File: src/rtl/cc_pkg.sv
// rtl/cc_pkg.sv - shared encodings, board geometry and sequencer states for the candy board control
//
// Purpose : action encodings, board size, position field helpers and the
//           sequencer state enum shared by cc_swap_target and cc_action_sequencer.
// Ports   : none (package).
package cc_pkg;

    localparam int BOARD_DIM = 6;
    localparam int POS_W     = 6;
    localparam int COORD_W   = 3;

    // Position layout: [5:3] row, [2:0] col.
    localparam int ROW_LSB = 3;

    typedef enum logic [1:0] {
        ACT_UP    = 2'd0,
        ACT_DOWN  = 2'd1,
        ACT_LEFT  = 2'd2,
        ACT_RIGHT = 2'd3
    } act_e;

    typedef enum logic [2:0] {
        ST_IDLE  = 3'd0,
        ST_FETCH = 3'd1,
        ST_SWAP  = 3'd2,
        ST_SCAN  = 3'd3,
        ST_EVAL  = 3'd4,
        ST_CLEAR = 3'd5,
        ST_DROP  = 3'd6,
        ST_DONE  = 3'd7
    } state_e;

    function automatic logic [COORD_W-1:0] pos_row(input logic [POS_W-1:0] pos);
        return pos[POS_W-1:ROW_LSB];
    endfunction

    function automatic logic [COORD_W-1:0] pos_col(input logic [POS_W-1:0] pos);
        return pos[ROW_LSB-1:0];
    endfunction

    function automatic logic [POS_W-1:0] make_pos(input logic [COORD_W-1:0] row,
                                                  input logic [COORD_W-1:0] col);
        return {row, col};
    endfunction

endpackage

File: src/rtl/cc_swap_target.sv
// rtl/cc_swap_target.sv - combinational neighbour position and legality of one swap action
//
// Purpose : given an action direction and source position, produce the neighbour
//           cell and whether the swap stays on the 6x6 board.
// Ports   : act_type_i  - direction (Up/Down/Left/Right)
//           act_pos_i   - source position {row, col}
//           nb_pos_o    - neighbour position {row, col}
//           valid_o     - source on board and neighbour on board
module cc_swap_target
    import cc_pkg::*;
(
    input  logic [1:0]       act_type_i,
    input  logic [POS_W-1:0] act_pos_i,
    output logic [POS_W-1:0] nb_pos_o,
    output logic             valid_o
);

    localparam logic [COORD_W-1:0] LAST = COORD_W'(BOARD_DIM - 1);

    logic [COORD_W-1:0] row, col, nb_row, nb_col;
    logic               src_ok, edge_ok;

    always_comb begin
        row     = pos_row(act_pos_i);
        col     = pos_col(act_pos_i);
        nb_row  = row;
        nb_col  = col;
        src_ok  = (row <= LAST) && (col <= LAST);
        edge_ok = 1'b0;
        case (act_e'(act_type_i))
            ACT_UP: begin
                edge_ok = (row != '0);
                nb_row  = row - 1'b1;
            end
            ACT_DOWN: begin
                edge_ok = (row < LAST);
                nb_row  = row + 1'b1;
            end
            ACT_LEFT: begin
                edge_ok = (col != '0);
                nb_col  = col - 1'b1;
            end
            default: begin
                edge_ok = (col < LAST);
                nb_col  = col + 1'b1;
            end
        endcase
        nb_pos_o = make_pos(nb_row, nb_col);
        valid_o  = src_ok && edge_ok;
    end

endmodule

File: src/rtl/cc_action_sequencer.sv
// rtl/cc_action_sequencer.sv - control FSM stepping the candy board datapath through queued actions
//
// Purpose : per action: swap, scan rows/cols 0..5, clear, gravity drop, repeated
//           while matches remain (bounded cascade). Accumulates a saturating round
//           score and pulses it out when all actions are done.
// Ports   : clk, rst            - clock, synchronous active-high reset
//           start, num_actions  - begin round with the given action count
//           act_rd_addr         - action buffer read index
//           act_type, act_pos   - action at act_rd_addr (combinational read)
//           swap_en/_pos_a/_b   - one-cycle swap command
//           scan_en, scan_idx   - scan strobe and row/column index
//           match_cnt           - matched windows for scan_idx
//           clear_en, drop_en   - one-cycle clear / gravity commands
//           drop_done           - gravity complete
//           busy, out_valid, out_score, err - status and round result
module cc_action_sequencer
    import cc_pkg::*;
#(
    parameter int MAX_ACTIONS  = 10,
    parameter int MAX_CASCADE  = 8,
    parameter int DROP_TIMEOUT = 63
) (
    input  logic       clk,
    input  logic       rst,
    input  logic       start,
    input  logic [3:0] num_actions,
    output logic [3:0] act_rd_addr,
    input  logic [1:0] act_type,
    input  logic [5:0] act_pos,
    output logic       swap_en,
    output logic [5:0] swap_pos_a,
    output logic [5:0] swap_pos_b,
    output logic       scan_en,
    output logic [2:0] scan_idx,
    input  logic [3:0] match_cnt,
    output logic       clear_en,
    output logic       drop_en,
    input  logic       drop_done,
    output logic       busy,
    output logic       out_valid,
    output logic [6:0] out_score,
    output logic       err
);

    localparam int TIMER_W = $clog2(DROP_TIMEOUT + 1);
    localparam logic [6:0] SCORE_MAX = 7'd127;

    state_e             state_q, state_d;
    logic [3:0]         idx_q, idx_d;
    logic [3:0]         count_q, count_d;
    logic [3:0]         pass_q, pass_d;
    logic [5:0]         pass_sum_q, pass_sum_d;
    logic [6:0]         score_q, score_d;
    logic [TIMER_W-1:0] timer_q, timer_d;
    logic [2:0]         scan_idx_q, scan_idx_d;
    logic               err_q, err_d;

    logic [5:0] nb_pos;
    logic       nb_valid;
    logic [3:0] clamped_cnt;
    logic [7:0] score_sum;
    logic       last_action;

    cc_swap_target u_swap_target (
        .act_type_i (act_type),
        .act_pos_i  (act_pos),
        .nb_pos_o   (nb_pos),
        .valid_o    (nb_valid)
    );

    assign clamped_cnt = (num_actions > 4'(MAX_ACTIONS)) ? 4'(MAX_ACTIONS) : num_actions;
    assign last_action = (idx_q == count_q - 4'd1);
    assign score_sum   = {1'b0, score_q} + {2'b00, pass_sum_q};

    assign act_rd_addr = idx_q;
    assign scan_idx    = scan_idx_q;
    assign busy        = (state_q != ST_IDLE);
    assign err         = err_q;

    always_ff @(posedge clk) begin
        if (rst) begin
            state_q    <= ST_IDLE;
            idx_q      <= '0;
            count_q    <= '0;
            pass_q     <= '0;
            pass_sum_q <= '0;
            score_q    <= '0;
            timer_q    <= '0;
            scan_idx_q <= '0;
            err_q      <= 1'b0;
        end else begin
            state_q    <= state_d;
            idx_q      <= idx_d;
            count_q    <= count_d;
            pass_q     <= pass_d;
            pass_sum_q <= pass_sum_d;
            score_q    <= score_d;
            timer_q    <= timer_d;
            scan_idx_q <= scan_idx_d;
            err_q      <= err_d;
        end
    end

    always_comb begin
        state_d    = state_q;
        idx_d      = idx_q;
        count_d    = count_q;
        pass_d     = pass_q;
        pass_sum_d = pass_sum_q;
        score_d    = score_q;
        timer_d    = timer_q;
        scan_idx_d = scan_idx_q;
        err_d      = err_q;
        swap_en    = 1'b0;
        swap_pos_a = '0;
        swap_pos_b = '0;
        scan_en    = 1'b0;
        clear_en   = 1'b0;
        drop_en    = 1'b0;
        out_valid  = 1'b0;
        out_score  = '0;

        case (state_q)
            ST_IDLE: begin
                if (start) begin
                    count_d    = clamped_cnt;
                    idx_d      = '0;
                    score_d    = '0;
                    err_d      = 1'b0;
                    pass_d     = '0;
                    pass_sum_d = '0;
                    timer_d    = '0;
                    scan_idx_d = '0;
                    state_d    = (clamped_cnt == 4'd0) ? ST_DONE : ST_FETCH;
                end
            end

            ST_FETCH: begin
                if (nb_valid) begin
                    state_d = ST_SWAP;
                end else if (last_action) begin
                    state_d = ST_DONE;
                end else begin
                    idx_d   = idx_q + 4'd1;
                    state_d = ST_FETCH;
                end
            end

            ST_SWAP: begin
                swap_en    = 1'b1;
                swap_pos_a = act_pos;
                swap_pos_b = nb_pos;
                pass_d     = 4'd1;
                scan_idx_d = '0;
                state_d    = ST_SCAN;
            end

            ST_SCAN: begin
                scan_en    = 1'b1;
                pass_sum_d = pass_sum_q + {2'b00, match_cnt};
                if (scan_idx_q == 3'(BOARD_DIM - 1)) begin
                    scan_idx_d = '0;
                    state_d    = ST_EVAL;
                end else begin
                    scan_idx_d = scan_idx_q + 3'd1;
                end
            end

            ST_EVAL: begin
                score_d    = (score_sum > {1'b0, SCORE_MAX}) ? SCORE_MAX : score_sum[6:0];
                pass_sum_d = '0;
                if (pass_sum_q != '0) begin
                    state_d = ST_CLEAR;
                end else if (last_action) begin
                    state_d = ST_DONE;
                end else begin
                    idx_d   = idx_q + 4'd1;
                    state_d = ST_FETCH;
                end
            end

            ST_CLEAR: begin
                clear_en = 1'b1;
                timer_d  = '0;
                state_d  = ST_DROP;
            end

            ST_DROP: begin
                // Timer is zero only on the first DROP cycle, so it doubles as
                // the one-shot marker for the drop command.
                drop_en = (timer_q == '0);
                if (drop_done || (timer_q == TIMER_W'(DROP_TIMEOUT - 1))) begin
                    timer_d = '0;
                    if (drop_done && (pass_q < 4'(MAX_CASCADE))) begin
                        pass_d  = pass_q + 4'd1;
                        state_d = ST_SCAN;
                    end else begin
                        if (!drop_done) begin
                            err_d = 1'b1;
                        end
                        if (last_action) begin
                            state_d = ST_DONE;
                        end else begin
                            idx_d   = idx_q + 4'd1;
                            state_d = ST_FETCH;
                        end
                    end
                end else begin
                    timer_d = timer_q + 1'b1;
                end
            end

            ST_DONE: begin
                out_valid = 1'b1;
                out_score = score_q;
                state_d   = ST_IDLE;
            end

            default: state_d = ST_IDLE;
        endcase
    end

endmodule

File: config.mk
export PLATFORM = sky130hd
export DESIGN_NAME = cc_action_sequencer
export DESIGN_NICKNAME = d
export VERILOG_FILES = /design/src/rtl/cc_pkg.sv /design/src/rtl/cc_swap_target.sv /design/src/rtl/cc_action_sequencer.sv
export SDC_FILE = /design/constraint.sdc
export NUM_CORES = 1
export LEC_CHECK = 0
export CAP_MARGIN = 40
export CORE_MARGIN = 4
export CORE_UTILIZATION = 52
export CTS_CLUSTER_DIAMETER = 30
export CTS_CLUSTER_SIZE = 14
export DETAILED_ROUTE_END_ITERATION = 8
export HOLD_SLACK_MARGIN = 0.05
export PLACE_DENSITY = 0.81
export REMOVE_ABC_BUFFERS = 1
export SETUP_SLACK_MARGIN = 0.4
export SKIP_LAST_GASP = 1
export SYNTH_ARGS = -nofsm -noshare
export SYNTH_HDL_FRONTEND = slang
export SYNTH_SLANG_ARGS = --single-unit
File: constraint.sdc
create_clock -name clk -period 3.8 [get_ports clk]
set_input_delay 1.14 -clock clk [delete_from_list [all_inputs] [get_ports clk]]
set_output_delay 1.14 -clock clk [all_outputs]
set_load 0.02 [all_outputs]
### Yosys cells after proc, flatten, opt, wreduce, memory -nomap -nowiden

Index checks and enable logic that the tools add are counted.

| word-level totals | value |
|---|---|
| word-level logic and storage cells | 122 |
| input bits | 20 |
| output and inout bits | 33 |
| register bits after elaboration | 38 |

| operators by class | value |
|---|---|
| muxes and demuxes | 46 |
| add/subtract/negate cells | 11 |
| magnitude comparators | 7 |
| equality and inequality tests | 20 |
| reduce and logical (&&, ||, !) cells | 29 |

Operators by type and width:

| operator | count |
|---|---|
| $mux 4 | 9 |
| $pmux 6 s3 | 2 |
| $mux 3 | 10 |
| $mux 6 | 4 |
| $pmux 3 s8 | 1 |
| $mux 7 | 3 |
| $reduce_bool 3->1 | 7 |
| $ne 2x2->1 const B | 8 |
| $pmux 4 s4 | 1 |
| $eq 3x3->1 const B | 5 |
| $pmux 7 s2 | 1 |
| $pmux 3 s2 | 2 |
| $pmux 4 s3 | 1 |
| $reduce_and 2->1 | 5 |
| $add 3x1->3 const B | 3 |
| $mux 1 | 9 |
| $pmux 3 s3 | 1 |
| $add 4x1->4 const B | 2 |
| $add 7x6->8 | 1 |
| $gt 8x7->1 const B | 1 |
| $add 6x1->6 const B | 1 |
| $add 6x4->6 | 1 |
| $eq 3x2->1 const B | 2 |
| $eq 6x6->1 const B | 1 |
| 26 further kinds | 32 |

### Logic depth before layout (Yosys ltp)

Gate-level depths: netlist (run 1).

| logic depth | value |
|---|---|
| word-level depth | 6 |
| depth in mapped cells | 8 |
| gate-level depth less buffers | 8 |

### By module

From an unflattened synthesis (run 1), not the netlist that was laid out.

| second synthesis, totals | value |
|---|---|
| cell total of the unflattened synthesis | 331 |
| area, all modules | 2822.7 um^2 |

By module, submodules not included:

| module | area each (um^2) | times used | cells an instance | seq. area each (um^2) |
|---|---|---|---|---|
| cc_action_sequencer | 2631.3 | 1 | 305 | 760.7 |
| cc_swap_target | 191.4 | 1 | 26 | 0.0 |

### Worst setup path after synthesis (run 1)

Ideal clock, no wire load.

| timing | value |
|---|---|
| path type | input-to-output |
| start point | input port act_type[1] |
| end point | output port swap_pos_b[5] |
| stages on the path | 6 |
| buffers on the path | 1 |
| data arrival time | 2.703 ns |
| data required time | 2.660 ns |
| path slack | -0.043 ns |
| path through | buf_1 -> nor2b_1 -> fa_1 -> xnor2_1 -> or3_1 -> a21oi_1 |

| on the way | value |
|---|---|
| cells in the longest elaborated chain, start to end | 3 |
| elaborated cells between the ends (all ways) | 4 |
| those cells by class | 1 x eq/ne; 2 x mux; 1 x reduce/logical |

Ends and longest elaborated chain:

| what | RTL line | text |
|---|---|---|
| start: declaration | cc_action_sequencer.sv:28 | `input logic [1:0] act_type,` |
| $eq 2x1->1 or $logic_not 2->1 (tied branches) | cc_swap_target.sv:30 | `case (act_e'(act_type_i))` |
| $pmux 3 s2 * | cc_swap_target.sv:30 |  |
| $mux 6 * | cc_action_sequencer.sv:123 | `case (state_q)` |
| end: declaration | cc_action_sequencer.sv:32 | `output logic [5:0] swap_pos_b,` |

Mark *: on every way between the ends. The rest lies on a longest branch, timed or not.

### Worst setup path after layout (run 1)

| timing | value |
|---|---|
| start point | input port act_type[0] |
| end point | output port swap_pos_b[5] |

The elaborated chain is that of the path after synthesis.

==> metrics, run 1 <==
status=complete, no violations; post-synth top area cell=dfxtp_1; Worst Path Buf+Inv=2; endpoints failing hold=0; post-cts hold buffer count=0; CP required=2.66 ns; CTS Buf Count=5; wire length per cell=15.36 microns; total wire length=7144 microns; P&R area growth vs syn=31.66%; CP dominant cell by count=buf_6; Peak VDD IR=between 0.2 and 0.25 mV; largest net degree at the start of global routing=30; CTS sink count=38; Iter 0 DRT Violations=roughly 180; top cell type's share of synthesized area=28.19%; #FFs+latches synth=38; Yosys warning count=0; Async SR Flop Fraction=0%; overall routing resource usage=23.17%; chip width=80.04 microns; GP Congestion=0.9013; Seq/Total Area, Yosys=between 20% and 30%; Netlist Area Pre-Place=2699 sq um; starting density of the core=between 50% and 60%; Worst-path clk slew=about 0.08 ns; fin crit share=a little over nine tenths; Routed Antenna Nets=0; max-cap violation count=0; initial antenna violation count=0; core footprint=4880 sq um; post-route minimum period=3.598 ns; Critical Path Fanout Max=2; Rows=25; CP endpoint kind=output port; hold slack=about 0.47 ns; Pleak=~1.5 nW; Cells after Synth=333; r2r setup slk=1.51 ns; CTS max path bufs=2; Critical Path Max Stage Delay=0.34 ns; port bufs=52; synth unique cells=55; Post-synth EDFFs=0; HP Class=flip-flop to flip-flop; met3 WL=around 430 microns; RSZ-0062 raised after global routing=true; # setup viols final=0; M1 WL=3009 microns; Worst-Skew Late Latency=0.30 ns; share of layout cells above drive strength 1=16.08%; f_max=0.2779 GHz; placed insts=roughly 460; detailed placement HPWL=~5300 microns; Top delay family on crit path=simple AND/OR/NAND/NOR gates; total grt overflow=0; highest routed layer=met4; die area=approximately 6400 sq um; H-tree level count=2; CP Class=input pin to output port; Critical Path Slowest Stage Cell=fa_2; CP Cell Sequence=buf_6 > nor2b_4 > fa_2 > xnor2_2 > or3_4 > a21oi_2 > buf_6; CP startpoint kind=input pin; CTS tree=built; met2 wire length=roughly 3700 microns; number of global-route vias before repair=2650; clock tree root buffer cell=clkbuf_8; DR vias=2677; Synth area leaders=dfxtp_1, ha_1, a21oi_1; I/O pins=53; fin cells=465; relative slew slack=61.10%; actual slew at the worst max-slew pin=0.5824 ns; first-pass GRT wire length=about 12000 microns; Most used DFF post-synth=dfxtp_1; Ant. Diodes=0; clk_skew=0.009964 ns; PwrDens=370.9 nW/um^2; post-CTS setup buffer count=0; 1st-pass router iterations=4; via/cell ratio=5.757; Final nets=437; syn avg cell area=8.105 sq um; WP data arrival=~2.5 ns; DRC errors left=0; Slew Viols, Final=0; Die Y=80.04 microns
-- through the flow --
step	util (%)	total power, mW	worst slack (ns)	setup TNS (ns)	instance area, sq um
2_1_floorplan	-	0.7829	0.2254	0	2641
3_5_place_dp	69.59	0.9772	-0.6995	-2.472	3396
6_report	72.82	1.318	0.2018	0	3553
4_1_cts	72.08	1.303	0.1320	0	3517
5_1_grt	72.82	1.394	0.1605	0	3553
3_3_place_gp	69.59	0.9620	-0.6433	-2.271	3396
-- flip-flops by register name (all words and copies together), names as in the netlist --
signal	cells
err	1
score_q	7
pass_sum_q	6
pass_q	4
state_q	3
timer_q	6
act_rd_addr	4
scan_idx	3
count_q	4
-- cell usage after synthesis (8+ instances only) --
library cell / count
nand2_1: 20
inv_1: 16
xor2_1: 13
o21ai_0: 8
nor2_1: 41
ha_1: 16
clkbuf_1: 12
nor3_1: 11
and2_1: 8
a21oi_1: 31
dfxtp_1: 38
a211oi_1: 12
xnor2_1: 11
-- cells by family (layout without fill, tap and decap cells) --
logic type	after synthesis	count (layout)	synth area share, %
mux	4	4	1.530
fa+ha+maj	20	20	10.38
flops	38	38	28.19
xor+xnor	25	25	8.669
compound gates	84	84	21.28
buf+inv	32	97	4.497
simple gates	130	130	25.45
-- area by class of cell --
type | count | area [sq um]
flip-flops and latches | 38 | 763.2
multi-input cells | 263 | 1873
repair buffers | 72 | 655.6
clock buffers | 8 | 110.1
inverters | 17 | 67.56
fillers | 385 | 1326
well taps | 67 | 83.83
-- worst reg2reg max path, delay by kind of cell (launching register included) --
family,cells,cell delay (ns)
flops,1,0.51
compound gates,6,1.37
fa+ha+maj,1,0.29
-- power by group --
group          switching, mW  internal, mW
Combinational          0.288         0.223
Sequential            0.0461         0.427
Clock                  0.151         0.183
-- metal layers --
metal | vias to the layer above | GRT usage [%]
met1 | 1261 | 27.67
met2 | 93 | 42.14
li1 | 1317 | -
met5 | - | 0
met3 | 6 | 4.740
met4 | 0 | 5.405
-- placed cells by master (no fill, tap or decap), drive strengths merged, types with 6 or more instances in the layout --
cell,instances
inv,16
dlygate4sd2,6
and2,8
a21oi,31
nor3,12
o21ai,8
ha,16
xnor2,11
a211oi,13
clkbuf,8
nand2,20
nand3,7
a22oi,6
xor2,13
buf,28
nor2,41
clkdlybuf4s50,35
nor2b,7
dfxtp,38
-- worst paths after layout --
check / from / end / cells past startpoint
worst max-delay path: act_type[0] / swap_pos_b[5] / 7
worst min-delay path: count_q[3]$_SDFFE_PP0P_ / count_q[3]$_SDFFE_PP0P_ / 2
worst max register to register: pass_sum_q[1]$_SDFFE_PP0P_ / score_q[1]$_SDFFE_PP0P_ / 7
worst min register to register: count_q[3]$_SDFFE_PP0P_ / count_q[3]$_SDFFE_PP0P_ / 2
-- what timing repair did --
item                                   CTS  global route
pin swaps                                4             6
setup endpoints to repair               21            17
endpoints found under the hold margin    0             0
resized for setup                       58            16
Note: power is estimated with default switching activity, not from simulation.
==> run 2, diff against run 1 <==
--- a/config.mk
+++ b/config.mk
@@ -14,7 +14,7 @@
 export HOLD_SLACK_MARGIN = 0.05
 export PLACE_DENSITY = 0.81
 export REMOVE_ABC_BUFFERS = 1
-export SETUP_SLACK_MARGIN = 0.4
+export SETUP_SLACK_MARGIN = 0.5
 export SKIP_LAST_GASP = 1
 export SYNTH_ARGS = -nofsm -noshare
 export SYNTH_HDL_FRONTEND = slang
==> run 2 against run 1 <==
Effect of this change: combinational power barely moved; hold slack barely moved; critical path depth did not move; register-to-register slack barely moved; maximum frequency barely moved; total power fell by 0.25%; routed wire length fell by 0.13%; clock power barely moved; via count did not move; core utilization fell by 0.38 points; clock skew barely moved; setup slack improved by 0.0016 ns; critical path type unchanged.
==> metrics, run 2 (synthesized netlist as in run 1, its figures left out) <==
Largest register FFs=7 (unchanged); 1st-pass router iterations=5 (was 4); total wire length=7135 microns (was 7144 microns); H-tree level count=2 (unchanged); fin crit share=94.65% (was 94.69%); most common cell after layout, fill and taps aside=nor2_1 (unchanged); FF-to-FF End=score_q[1]$_SDFFE_PP0P_ (unchanged); Rows=25 (unchanged); clk_skew=0.01012 ns (was 0.009964 ns); CTS max path bufs=2 (unchanged); RSZ-0062 raised after global routing=true (unchanged); area occupied by multi-input gates=1871 sq um (was 1873 sq um); I/O pins=53 (unchanged); actual slew at the worst max-slew pin=0.5809 ns (was 0.5824 ns); hold slack=0.4709 ns (was 0.4711 ns); clock power share=25.4% (was 25.3%); post-CTS setup buffer count=0 (unchanged); Routed Antenna Nets=0 (unchanged); Pleak=1.455 nW (was 1.477 nW); CP startpoint kind=input pin (unchanged); Critical Path Fanout Max=2 (unchanged); Die Y=80.04 microns (unchanged); Critical Path Slowest Stage Cell=fa_2 (unchanged); PwrDens=372.0 nW/um^2 (was 370.9 nW/um^2); Sw Ratio=36.79% (was 36.77%); end point of the critical path=swap_pos_b[5] (unchanged); Logic pwr share=38.6% (was 38.7%); Worst-path clk slew=0.08 ns (about the same); HP Class=flip-flop to flip-flop (unchanged); endpoints failing hold=0 (unchanged); Storage cell area=763.2 sq um (unchanged); Critical Path Max Stage Delay=0.34 ns (about the same); CTS tree=built (unchanged); CTS sink count=38 (unchanged); f_max=0.2780 GHz (was 0.2779 GHz); Top reg by flops=score_q (unchanged); Critical Path Stages=7 (unchanged); NetSw=483.7 uW (was 484.7 uW); crit path launch=act_type[0] (unchanged); Final nets=437 (unchanged); starting density of the core=55.31% (unchanged); WP data arrival=2.46 ns (about the same); Reg power frac=36.0% (was 35.9%); Slew Viols, Final=0 (unchanged); CP endpoint kind=output port (unchanged); DRC errors left=0 (unchanged); max-cap violation count=0 (unchanged); number of global-route vias before repair=2652 (was 2650); share of layout cells above drive strength 1=16.58% (was 16.08%); CTS Buf Count=5 (unchanged); Worst Path Buf+Inv=2 (unchanged); post-route minimum period=3.597 ns (was 3.598 ns); detailed placement HPWL=5258 microns (unchanged); Iter 0 DRT Violations=194 (was 177); biggest regs=score_q x7, pass_sum_q x6, timer_q x6 (unchanged); via/cell ratio=5.757 (unchanged); clock tree root buffer cell=clkbuf_8 (unchanged); internal power=831.1 uW (was 833.4 uW); initial antenna violation count=0 (unchanged); port bufs=52 (unchanged); core footprint=4880 sq um (unchanged); # setup viols final=0 (unchanged); P&R area growth vs syn=30.97% (was 31.66%); Setup WS pre-CTS=-0.6995 ns (unchanged); die area=6406 sq um (unchanged); DR vias=2677 (unchanged); most frequent cells in the layout=nor2_1, dfxtp_1, clkdlybuf4s50_1 (unchanged); wire length per cell=15.34 microns (was 15.36 microns); Hold Startpoint=count_q[3]$_SDFFE_PP0P_ (unchanged); relative slew slack=61.20% (was 61.10%); total grt overflow=0 (unchanged); largest net degree at the start of global routing=30 (unchanged); CP required=2.66 ns (about the same); GP Congestion=0.9013 (unchanged); Top delay family on crit path=simple AND/OR/NAND/NOR gates (unchanged); Critical R2R Launch=pass_sum_q[1]$_SDFFE_PP0P_ (unchanged); worst r2r path cells=7 (unchanged); Peak VDD IR=0.2346 mV (about the same); Total Power=1.315 mW (was 1.318 mW); chip width=80.04 microns (unchanged); overall routing resource usage=23.17% (unchanged); status=complete, no violations (unchanged); CP Class=input pin to output port (unchanged); sum of negative setup slack=0 ns (unchanged); final setup margin=0.2033 ns (was 0.2018 ns); first-pass GRT wire length=11970 microns (unchanged); Ant. Diodes=0 (unchanged); r2r setup slk=1.51 ns (about the same); Worst-Skew Late Latency=0.30 ns (about the same); CP Cell Sequence=buf_6 > nor2b_4 > fa_2 > xnor2_2 > or3_4 > a21oi_2 > buf_6 (unchanged); CP dominant cell by count=buf_6 (unchanged); fill count=393 (was 385)
## run 2: changes by cell type in the layout (fill, tap and decap cells not counted), sizes merged
cell           delta
dlymetal6s2s      -1
dlygate4sd2       -1
clkbuf            +1
clkdlybuf4s15     +1
clkdlybuf4s50     -1
buf               +1
## run 2: how the worst min path moves through the flow
stage	end	slack [ns]	depth (start not counted)
6_report	count_q[3]$_SDFFE_PP0P_	0.47	2
3_3_place_gp	count_q[3]$_SDFFE_PP0P_	0.46	2
5_1_grt	count_q[3]$_SDFFE_PP0P_	0.50	2
2_1_floorplan	count_q[2]$_SDFFE_PP0P_	0.44	2
3_5_place_dp	count_q[3]$_SDFFE_PP0P_	0.46	2
4_1_cts	count_q[3]$_SDFFE_PP0P_	0.47	2
## run 2: final cells by class
type	count	share of cell area, %
Multi-Input combinational cell	263	52.92
Sequential cell	38	21.59
Timing Repair Buffer	72	18.09
Clock buffer	8	3.115
Tap cell	67	2.372
Inverter	17	1.912
## run 2: through the flow
step           instances  utilization (%)  cell area, sq um
6_report             465            72.44              3535
5_1_grt              465            72.44              3535
4_1_cts              465            72.13              3520
3_5_place_dp         457            69.59              3396
3_3_place_gp         457            69.59              3396
2_1_floorplan        318                -              2641
## run 2: worst register-to-register path: stages (launching register included)
cell and delay, ns:
dfxtp_1 0.51, ha_1 0.29, a21o_1 0.15, a21oi_1 0.30, o21bai_1 0.11, a211oi_1 0.38, o21a_1 0.31, a211oi_1 0.11
## run 2: power groups by stage
| stage | Combinational [mW] | Clock, mW | Sequential [mW] |
|---|---|---|---|
| global placement | 0.485 | 0 | 0.477 |
| floorplan | 0.294 | 0 | 0.489 |
| finish | 0.508 | 0.334 | 0.473 |
| detailed placement | 0.498 | 0 | 0.479 |
| CTS | 0.500 | 0.334 | 0.470 |
| global route | 0.561 | 0.351 | 0.479 |
## run 2: repair_timing
action	4_1_cts	5_1_grt
hold buffers	0	0
gates resized for setup	64	15
pin swaps	4	5
setup endpoints to repair	22	18
## run 2: metal layers
layer	track usage [%]	up-vias	routed length (microns)
li1	-	1318	-
met1	27.67	1255	3019
met2	42.14	96	3630
met3	4.740	8	411
met4	5.405	0	73
met5	0	-	0
==> variant 1: new RTL, config.mk and constraints of run 2 <==
Set the parameter `DROP_TIMEOUT` to 126 (it was 63).
--- a/src/rtl/cc_action_sequencer.sv
+++ b/src/rtl/cc_action_sequencer.sv
@@ -18,7 +18,7 @@
 #(
     parameter int MAX_ACTIONS  = 10,
     parameter int MAX_CASCADE  = 8,
-    parameter int DROP_TIMEOUT = 63
+    parameter int DROP_TIMEOUT = 126
 ) (
     input  logic       clk,
     input  logic       rst,
Function: same outputs for any inputs over 10 cycles, from zero or initial values and one cycle with rst high; that may be too few to reach the edited logic, so the function may still have changed.
==> variant 1 against run 2 <==
  * Clock skew is 0.0054 ns lower
  * Routed wire length is 1.4% lower
  * Cell count is 3.9% higher
  * Synthesized area is 4.5% higher
  * Total power is 35% higher
  * Sequential cell count is 1 higher
  * Combinational power is 75% higher
  * Hold slack better by 0.0099 ns
  * Setup slack worse by 0.013 ns
  * Cell area is 1.7% higher
==> variant 1: results (changes against run 2) <==
----------------------------------------------------
[Global route]
  Global-route wire length before repair ... 12100 um (+0.69%)
  Vias in the first global route ... 2612 (-1.5%)
  Routing usage on met2 ... 38.9% (-3.2 points)
  Global routing usage on met1 ... 29.5% (+1.9 points)
  Maximum number of pins on one net before global-route repair ... 25 (-17%)
  GRT met3 Usage ... 3.95% (-0.79 points)

[Clocking]
  Cells resized by post-CTS repair ... 61 (-4.7%)
  Post-CTS repair timing setup buffer count ... 1 (+1)

[Power]
  P per Cell Area ... 494 nW/um^2 (+33%)
  Peak supply drop ... 0.000338 V (+44%)
  P_sw ... 0.000739 W (+53%)
  Combinational Power Share ... 50.2% (+12 points)
  Standby leakage power ... 1.46 nW (+0.58%)
  Power Clock ... 0.000359 W (+7.5%)

[Place]
  Weighted congestion reported at the end of routability-driven placement ... 0.924 (+2.5%)
  Detail Placement HPWL ... 5220 um (-0.78%)
  Post-placement cell count ... 474 (+3.7%)
  Setup slack after placement ... -0.684 ns (+0.0151 ns)
  Instance area at placement ... 3470 um^2 (+2.3%)

[Detailed routing]
  Met1 wire length ... 3180 um (+5.4%)
  DR pass1 iterations ... 4 (-1)
  Met3 Wirelength ... 392 um (-4.6%)
  Total via count in the routed design ... 2714 (+1.4%)
  Met2 Routed Length ... 3380 um (-6.8%)
  Average routed wire per standard cell ... 14.6 um (-5.1%)
  Drt initial violations ... 141 (-27%)

[STA]
  Clock Skew ... 0.00470 ns (-0.00542 ns)
  Worst hold slack across all endpoints ... 0.481 ns (+0.00989 ns)
  Slew at the pin closest to its max-slew limit ... 0.578 ns (-0.00286 ns)
  Time the final worst path needs with I/O delays and setup ... 3.61 ns (+0.0134 ns)

[Finish]
  Largest registers ... score_q (7), timer_q (7), pass_sum_q (6)
  Non-filler instance count after layout ... 483 (+3.9%)
  Share of post-route cells with drive strength above 1 ... 15.0% (-1.6 points)

[Status]
  Result of the run ... completed

[Synth]
  Leading post-synthesis cells by cell area ... dfxtp_1 (28%), ha_1 (7.1%), a21oi_1 (5.7%), nor2_1 (4.1%), a211oi_1 (3.7%)
  Sequential cell area fraction in the yosys report ... 27.7% (-0.49 points)
  Count of different cell masters after synthesis ... 60 (+9.1%)
  Post-synth top cells ... dfxtp_1 (39), a21oi_1 (32), nor2_1 (31)
  Warnings, synthesis ... 0 (unchanged)
  Avg Cell Area, Syn ... 8.05 um^2 (-0.62%)

[Min path]
  Hold path startpoint ... err
  Worst Hold End ... err

[Worst setup path]
  Worst reg2reg path depth ... 6 (-1)
  R2R setup slack ... 1.54 ns (+0.03 ns)
  FF-to-FF End ... score_q[0]
  Largest stage delay on the critical path ... 0.36 ns (+0.02 ns)

----------------------------------------------------
[variant 1: cells by family after synthesis]
family,after synthesis,synth area share [%]
compound gates,96,22.4
xor+xnor,23,7.90
fa+ha+maj,20,9.94
buf+inv,39,5.95
flops,39,27.7
mux,2,0.710
simple gates,131,25.4
[variant 1: worst max path at each step]
stage / depth (start not counted) / from / to
after floorplan: 5 / act_type[0] / swap_pos_b[5]
after global placement: 7 / act_pos[3] / swap_pos_b[5]
after detailed placement: 7 / act_pos[3] / swap_pos_b[5]
after CTS: 7 / act_type[0] / swap_pos_b[5]
after global routing: 7 / act_type[0] / swap_pos_b[5]
final: 7 / act_type[0] / swap_pos_b[5]
[variant 1: final cells by class]
class / count / area, um^2
Timing Repair Buffer: 69 / 611
Multi-Input combinational cell: 272 / 1900
Clock inverter: 2 / 35.0
Tap cell: 70 / 87.6
Sequential cell: 39 / 782
Clock buffer: 6 / 82.6
Fill cell: 428 / 1580
Inverter: 25 / 93.8
==> variant 2: new RTL, settings of run 2 <==
Made on the original files. Encoding of `state_e`: now one-hot (8 bits for 8 states).
--- a/src/rtl/cc_pkg.sv
+++ b/src/rtl/cc_pkg.sv
@@ -19,15 +19,15 @@
         ACT_RIGHT = 2'd3
     } act_e;
 
-    typedef enum logic [2:0] {
-        ST_IDLE  = 3'd0,
-        ST_FETCH = 3'd1,
-        ST_SWAP  = 3'd2,
-        ST_SCAN  = 3'd3,
-        ST_EVAL  = 3'd4,
-        ST_CLEAR = 3'd5,
-        ST_DROP  = 3'd6,
-        ST_DONE  = 3'd7
+    typedef enum logic [7:0] {
+        ST_IDLE  = 8'b00000001,
+        ST_FETCH = 8'b00000010,
+        ST_SWAP  = 8'b00000100,
+        ST_SCAN  = 8'b00001000,
+        ST_EVAL  = 8'b00010000,
+        ST_CLEAR = 8'b00100000,
+        ST_DROP  = 8'b01000000,
+        ST_DONE  = 8'b10000000
     } state_e;
 
     function automatic logic [COORD_W-1:0] pos_row(input logic [POS_W-1:0] pos);
Check against the original RTL: same outputs for any inputs over 10 cycles, from zero or initial values and one cycle with rst high; not proved beyond that.
==> variant 2 against run 2 <==
  * Synthesized area rose by 8.7%
  * Routed wire length rose by 3.3%
  * Register-to-register slack better by 0.03 ns
  * Setup slack got worse by 0.056 ns
  * Sequential cell count up 5
  * Total power shrank 2.9%
  * Global-route usage shrank 1.6 points
  * Non-clock buffer count up 3
  * Cell area is 6.8% higher
==> variant 2: results (changes against run 2) <==
----------------------------------------------------
[Detailed routing]
  Met1 wire length ... 3060 um (+1.2%)
  Average routed wire per standard cell ... 15.0 um (-2.5%)
  Met2 Routed Length ... 3720 um (+2.6%)
  Met3 Wirelength ... 462 um (+12%)

[Global route]
  Vias in the first global route ... 2793 (+5.3%)
  GRT met3 Usage ... 5.65% (+0.91 points)
  Maximum number of pins on one net before global-route repair ... 17 (-43%)
  Global-route wire length before repair ... 12600 um (+4.8%)

[Clocking]
  Post-CTS repair timing setup buffer count ... 5 (+5)
  Cells resized by post-CTS repair ... 71 (+11%)
  Clock sink count ... 43 (+13%)

[Finish]
  Fraction of area in registers ... 22.8% (+1.3 points)
  Multi-input comb cells ... 275 (+4.6%)
  Share of post-route cells with drive strength above 1 ... 17.1% (+0.52 points)
  ClkCell Share ... 2.49% (-0.63 points)
  Largest registers ... state_q (8), score_q (7)
  Design area ... 3770 um^2 (+6.8%)
  Layout Nets ... 460 (+5.3%)
  Non-clock buffers ... 75 (+4.2%)
  Layout non-clock buf frac ... 17.5% (-0.55 points)

[STA]
  Clock Skew ... 0.0109 ns (+0.000767 ns)
  Relative slew margins ... 67.2% (+6.0 points)

[Place]
  Instance area at placement ... 3600 um^2 (+5.9%)

[Synth]
  Mux contribution to synthesized area ... 0.682% (-0.85 points)
  Leading post-synthesis cells by cell area ... dfxtp_1 (29%), ha_1 (6.8%), nor2_1 (5.5%), xor2_1 (4.2%), nand2_1 (3.3%)
  Avg Cell Area, Syn ... 8.41 um^2 (+3.7%)
  Sequential cell area fraction in the yosys report ... 29.3% (+1.2 points)
  Count of different cell masters after synthesis ... 66 (+20%)
  Post-synth top cells ... dfxtp_1 (43), nor2_1 (43), nand2_1 (26)

[Status]
  Result of the run ... completed

[Power]
  Standby leakage power ... 1.65 nW (+13%)
  Pint ... 0.000818 W (-1.6%)

[Worst setup path]
  CP arrival ... 2.51 ns (+0.05 ns)

----------------------------------------------------
==> variant 2: worst paths after layout <==
kind | start | slack (ns) | cells after the start | endpoint
setup / recovery | act_type[0] | 0.15 | 7 | swap_pos_b[5]
hold / removal | score_q[5] | 0.47 | 2 | score_q[5]
setup reg to reg | pass_sum_q[0] | 1.54 | 9 | score_q[6]
hold reg to reg | score_q[5] | 0.47 | 2 | score_q[5]
==> variant 2: power by group through the flow <==
| stage | registers (W) | logic (W) | clock network [W] |
|---|---|---|---|
| after CTS | 0.000508 | 0.000449 | 0.000305 |
| after detailed placement | 0.000519 | 0.000436 | 0 |
| after floorplan | 0.000519 | 0.000292 | 0 |
| after global routing | 0.000515 | 0.000510 | 0.000322 |
| after global placement | 0.000517 | 0.000424 | 0 |
| final | 0.000509 | 0.000467 | 0.000301 |
